===== config.mk =====
export PLATFORM = sky130hd
export DESIGN_NAME = cpu_control_unit_flat
export DESIGN_NICKNAME = d
export VERILOG_FILES = /design/src/rtl/cpu_control_unit_if.sv /design/src/rtl/cpu_control_unit.sv /design/src/flat_wrapper.sv
export SDC_FILE = /design/constraint.sdc
export NUM_CORES = 1
export LEC_CHECK = 0
export ABC_AREA = 1
export BUFFER_PORTS_ARGS = -buffer_cell sky130_fd_sc_hd__buf_4
export CAP_MARGIN = 20
export CORE_UTILIZATION = 61
export DETAILED_ROUTE_END_ITERATION = 10
export GPL_TIMING_DRIVEN = 0
export PLACE_DENSITY_LB_ADDON = 0.08
export SLEW_MARGIN = 20
export SYNTH_ARGS = -nofsm -noshare
export SYNTH_HDL_FRONTEND = slang
export SYNTH_SLANG_ARGS = --single-unit

===== constraint.sdc =====
create_clock -name clk -period 5 [get_ports clk]
set_clock_uncertainty 0.15 [all_clocks]
set_input_delay 0.25 -clock clk [delete_from_list [all_inputs] [get_ports clk]]
set_output_delay 0.25 -clock clk [all_outputs]
set_load 0.1 [all_outputs]

===== src/rtl/cpu_control_unit_if.sv =====
// Instruction-memory and data-memory bus of the accumulator CPU.
// The master side is the control unit; the slave side is the memory system.
interface cpu_control_unit_if;
  logic [11:0] addr;
  logic [15:0] ins;
  logic [11:0] dm_addr;
  logic [15:0] dm_wdata;
  logic        dm_we;
  logic [15:0] dm_rdata;

  modport master (
    output addr,
    output dm_addr,
    output dm_wdata,
    output dm_we,
    input  ins,
    input  dm_rdata
  );

  modport slave (
    input  addr,
    input  dm_addr,
    input  dm_wdata,
    input  dm_we,
    output ins,
    output dm_rdata
  );
endinterface


===== src/rtl/cpu_control_unit.sv =====
// Multi-cycle fetch/execute sequencer for the 16-bit accumulator machine.
// Holds PC, IR, ACC and carry; drives instruction and data memory ports.
module cpu_control_unit (
  input  logic                       clk,
  input  logic                       rst,
  input  logic                       run,
  cpu_control_unit_if.master         bus,
  output logic [15:0]                acc,
  output logic                       carry,
  output logic                       halted,
  output logic [1:0]                 state
);

  typedef enum logic [1:0] {
    FETCH = 2'b00,
    EXEC  = 2'b01,
    MEM   = 2'b10,
    HALT  = 2'b11
  } state_t;

  state_t      st;
  logic [11:0] pc;
  logic [15:0] ir;
  logic [15:0] acc_q;
  logic        carry_q;
  logic        halted_q;

  logic [3:0]  op;
  logic [11:0] x;
  logic [11:0] pc_inc;
  logic [11:0] pc_rel;
  logic [16:0] sum;

  logic op_cla;
  logic op_com;
  logic op_shr;
  logic op_csl;
  logic op_stp;
  logic op_add;
  logic op_sta;
  logic op_lda;
  logic op_jmp;
  logic op_ban;

  assign op     = ir[15:12];
  assign x      = ir[11:0];
  assign pc_inc = pc + 12'd1;
  assign pc_rel = pc + x;
  assign sum    = {1'b0, acc_q} + {1'b0, bus.dm_rdata};

  assign op_cla = (op == 4'h0);
  assign op_com = (op == 4'h1);
  assign op_shr = (op == 4'h2);
  assign op_csl = (op == 4'h3);
  assign op_stp = (op == 4'h4);
  assign op_add = (op == 4'h5);
  assign op_sta = (op == 4'h6);
  assign op_lda = (op == 4'h7);
  assign op_jmp = (op == 4'h8);
  assign op_ban = (op == 4'h9);

  always_ff @(posedge clk or posedge rst) begin
    if (rst) begin
      st       <= FETCH;
      pc       <= '0;
      ir       <= '0;
      acc_q    <= '0;
      carry_q  <= 1'b0;
      halted_q <= 1'b0;
    end else begin
      unique case (st)
        FETCH: begin
          if (run) begin
            ir <= bus.ins;
            st <= EXEC;
          end
        end
        EXEC: begin
          st <= FETCH;
          pc <= pc_inc;
          unique case (1'b1)
            op_cla: acc_q <= '0;
            op_com: acc_q <= ~acc_q;
            op_shr: acc_q <= {acc_q[15], acc_q[15:1]};
            op_csl: acc_q <= {acc_q[14:0], acc_q[15]};
            op_stp: begin
              st       <= HALT;
              pc       <= pc;
              halted_q <= 1'b1;
            end
            op_add, op_lda: begin
              st <= MEM;
              pc <= pc;
            end
            op_jmp: pc <= x;
            op_ban: begin
              if (acc_q[15]) pc <= pc_rel;
            end
            default: ;
          endcase
        end
        MEM: begin
          // only LDA and ADD ever reach this state
          if (op_lda) begin
            acc_q <= bus.dm_rdata;
          end else begin
            {carry_q, acc_q} <= sum;
          end
          pc <= pc_inc;
          st <= FETCH;
        end
        HALT: ;
        default: st <= FETCH;
      endcase
    end
  end

  assign bus.addr     = pc;
  assign bus.dm_addr  = (st == EXEC || st == MEM) ? x : 12'h000;
  assign bus.dm_wdata = acc_q;
  assign bus.dm_we    = (st == EXEC) && op_sta;

  assign acc    = acc_q;
  assign carry  = carry_q;
  assign halted = halted_q;
  assign state  = st;

endmodule


===== src/flat_wrapper.sv =====
// flat-port wrapper written by rule: the top's interface ports become plain ports
module cpu_control_unit_flat 
  (clk, rst, run, acc, carry, halted, state, bus_addr, bus_dm_addr, bus_dm_wdata, bus_dm_we, bus_ins, bus_dm_rdata);
  cpu_control_unit_if bus_i ();
  input  logic clk;
  input  logic rst;
  input  logic run;
  output logic [15:0] acc;
  output logic carry;
  output logic halted;
  output logic [1:0] state;
  output wire logic [$bits(bus_i.addr)-1:0] bus_addr;
  output wire logic [$bits(bus_i.dm_addr)-1:0] bus_dm_addr;
  output wire logic [$bits(bus_i.dm_wdata)-1:0] bus_dm_wdata;
  output wire logic [$bits(bus_i.dm_we)-1:0] bus_dm_we;
  input wire logic [$bits(bus_i.ins)-1:0] bus_ins;
  input wire logic [$bits(bus_i.dm_rdata)-1:0] bus_dm_rdata;
  assign bus_addr = bus_i.addr;
  assign bus_dm_addr = bus_i.dm_addr;
  assign bus_dm_wdata = bus_i.dm_wdata;
  assign bus_dm_we = bus_i.dm_we;
  assign bus_i.ins = bus_ins;
  assign bus_i.dm_rdata = bus_dm_rdata;
  cpu_control_unit u_core (.clk(clk), .rst(rst), .run(run), .bus(bus_i), .acc(acc), .carry(carry), .halted(halted), .state(state));
endmodule

==> results.sh <==
export IMPL_status="finished clean"
export IMPL_synthMuxAreaShare_pct=2.86
export IMPL_synth_compound_area_share_pct=17.2
export IMPL_grt_pass1_wl_mm=23.4
export IMPL_wl_per_cell_um=15.3
export IMPL_drc_errors=0
export IMPL_drt_vias_per_instance=5.76
export IMPL_drv_slew=0
export IMPL_rsz0062_at_grt="false"
export IMPL_core_area_um2=7370
export IMPL_cts_buffer_depth=2
export IMPL_hold_class="in -> reg"
export IMPL_drt_pass1_iter_count=6
export IMPL_yosysTopAreaCellShare_pct=25.4
export IMPL_drt_met1_wl_mm=6.43
export IMPL_holdPathStages=2
export IMPL_grt_overflow=0
export IMPL_tns_ps=0
export IMPL_syn_inst=726
export IMPL_drtIter0Drc=499
export IMPL_netlist_top_cell_by_area="dfrtp_1"
export IMPL_r2r_slack_ps=2570
export IMPL_totalWireLength_mm=14.2
export IMPL_finalCritPeriodShare_pct=50.0
export IMPL_yosysWarnings=0
export IMPL_rr_startpoint="u_core.bus.addr[0]"
export IMPL_ys_types=43
export IMPL_syn_avg_cell_area_um2=6.51
export IMPL_cap_viol_max_count=0
export IMPL_die_area_um2=8100
export IMPL_cts_tree="done"
export IMPL_whs_ps=23.1
export IMPL_synth_area_um2=4720
export IMPL_synth_fa_ha_area_share_pct=9.06
export IMPL_crit_top_cell="inv_1"
export IMPL_synthFlopType="dfrtp_1"
export IMPL_path_max_fanout=10
export IMPL_die_x_um=90.0
export IMPL_holdCritStartpoint="bus_ins[6]"
export IMPL_finalCriticalPeriod_ps=2500
export IMPL_nets=898
export IMPL_wl_met3_mm=1.29
export IMPL_timing_fmax_mhz=400
export IMPL_row_count=31
export IMPL_ioPinCount=96
export IMPL_grt_pass1_vias=4978
export IMPL_highest_layer="met4"
export IMPL_path_class="reg -> out"
export IMPL_setup_violations=0
export IMPL_synth_edf_count=0
export IMPL_crit_chain="inv_1 -> ha_1 -> clkbuf_1 -> nand2_1 -> inv_1 -> buf_4"
export IMPL_crit_path_end_kind="primary output"
export IMPL_grtUsageTotal_pct=35.4
export IMPL_num_vias=5346
export IMPL_ys_ff_latch=48
export IMPL_h_tree_depth=2
export IMPL_grt_max_degree=27
export IMPL_cp_num_buf_inv=4
export IMPL_cts_root_buffer="clkbuf_8"
export IMPL_hold_viol_final=0
export IMPL_ys_seq_area_share_pct=25.4
export IMPL_post_cts_buffers=0
export IMPL_dp_hpwl_mm=11.2
export IMPL_maxSlewHeadroom_pct=62.9
export IMPL_cts_buffers=5
export IMPL_synth_nets=794
export IMPL_antennaDiodeCount=0
export IMPL_startpoint="u_core.state[0]"
export IMPL_crit_slowest_cell="dfrtp_1"
export IMPL_path_clk_slew_ps=90
export IMPL_place_congestion=0.960
export IMPL_antenna_found_initial=0
export IMPL_synthTopCellsByArea="dfrtp_1, nand2_1, ha_1, a21oi_1, nor2_1"
export IMPL_fillers=585
export IMPL_syn2layout_area_growth_pct=20.5
export IMPL_dieHeight_um=90.0
export IMPL_synthSimpleGateAreaFrac_pct=31.5
export IMPL_io_buffers=95
export IMPL_postLayoutCoreUtil_pct=77.2
export IMPL_critPathRequiredTime_ps=4600
export IMPL_drive_above_1_share_pct=21.4
export IMPL_min_to="u_core.ir[6]"
export IMPL_drtAntennaViolNets=0
export IMPL_synth_top_family_by_area="simple AND/OR/NAND/NOR gates"
export IMPL_crit_path_max_incr_delay_ps=440
export IMPL_synthXorXnorAreaFrac_pct=2.04
export IMPL_cp_arrival_ps=2100
export IMPL_dr_wl_met2_mm=6.28
export IMPL_start_util_pct=64.1
export IMPL_reg2reg_to="u_core.bus.addr[4]"
export IMPL_async_flop_share_pct=100
export IMPL_start_kind="flop"
export IMPL_worst_slew_pin_slew_ps=556
export IMPL_clock_sinks=48
export IMPL_clk_latency_ps=310
export IMPL_reg2reg_depth=9
export IMPL_crit_family="buffers and inverters"
export IMPL_ctsResizeCount=0
==> timing repair <==
item / CTS / global route
hold buffers: 1 / 0
endpoints found under the hold margin: 22 / 0
endpoints found under the setup margin: 0 / 0
==> registers in the layout (all words and copies together) (netlist names) <==
register         cells
u_core.ir           16
u_core.state         2
u_core.halted        1
u_core.acc          16
u_core.bus.addr     12
u_core.carry         1
==> how the worst max path moves through the flow <==
| stage | end | cells after the start |
|---|---|---|
| after floorplan | bus_dm_we | 3 |
| after global placement | u_core.bus.addr[4] | 9 |
| after detailed placement | u_core.bus.addr[4] | 9 |
| after CTS | bus_dm_addr[2] | 6 |
| after global routing | bus_dm_addr[5] | 6 |
| final | bus_dm_addr[2] | 6 |
==> metrics by stage <==
step	setup slack, ps	cells	area [um2]
2_1_floorplan	1990	726	4720
3_3_place_gp	2670	920	5560
3_5_place_dp	2640	921	5580
4_1_cts	2520	928	5690
5_1_grt	2400	928	5690
6_report	2500	928	5690
==> routing by layer <==
layer | vias to the layer above | track usage [%]
met3 | 23 | 3.38
li1 | 2566 | -
met1 | 2430 | 51.8
met4 | 0 | 9.27
met2 | 327 | 56.2
met5 | - | 0
==> area by class of cell <==
| type | count | area (um2) | share of cell area [%] |
|---|---|---|---|
| repair buffers | 97 | 743 | 13.1 |
| clock buffers | 5 | 68.8 | 1.21 |
| multi-input cells | 550 | 2960 | 52.0 |
| well taps | 99 | 124 | 2.18 |
| plain buffers | 32 | 199 | 3.50 |
| clock inverters | 1 | 30.0 | 0.528 |
| flip-flops and latches | 48 | 1200 | 21.1 |
| inverters | 96 | 363 | 6.38 |
==> Yosys cell counts (5+ instances only) <==
library cell	count
nand2_1	185
nor2_1	85
inv_1	82
a21oi_1	69
dfrtp_1	48
nand3_1	46
ha_1	31
o21ai_0	28
buf_4	17
mux2_2	12
o221ai_1	11
inv_2	10
o21ai_1	10
nand2_2	9
xor2_1	9
clkbuf_1	8
nand4_1	7
nor2_2	7
buf_2	6
a31oi_1	5
==> layout by cell type (no fill, tap or decap), drive strengths merged <==
cell type / n
nor2: 96
ha: 31
o211ai: 4
nand4: 7
fa: 2
o31ai: 1
and2: 1
dfrtp: 48
inv: 93
a22oi: 4
clkinv: 3
a31oi: 5
o221ai: 11
nor3: 2
xnor2: 2
o22ai: 4
nand2: 194
buf: 120
o21ai: 39
nand3: 47
bufinv: 1
xor2: 9
a21oi: 70
a21boi: 2
mux2: 12
a21o: 1
o21a: 1
o21bai: 1
nand3b: 1
or2: 3
clkbuf: 13
dlygate4sd3: 1
==> kinds of logic after synthesis <==
family                   after synthesis
multiplexers                          12
buffers and inverters                128
adder cells (fa/ha/maj)               33
XOR/XNOR                              11
AO/OA/AOI/OAI                        143
flip-flops                            48
AND/OR/NAND/NOR                      351
Power is not shown: default switching activity piles up to over one toggle a cycle in this logic, so the estimate is an artifact.
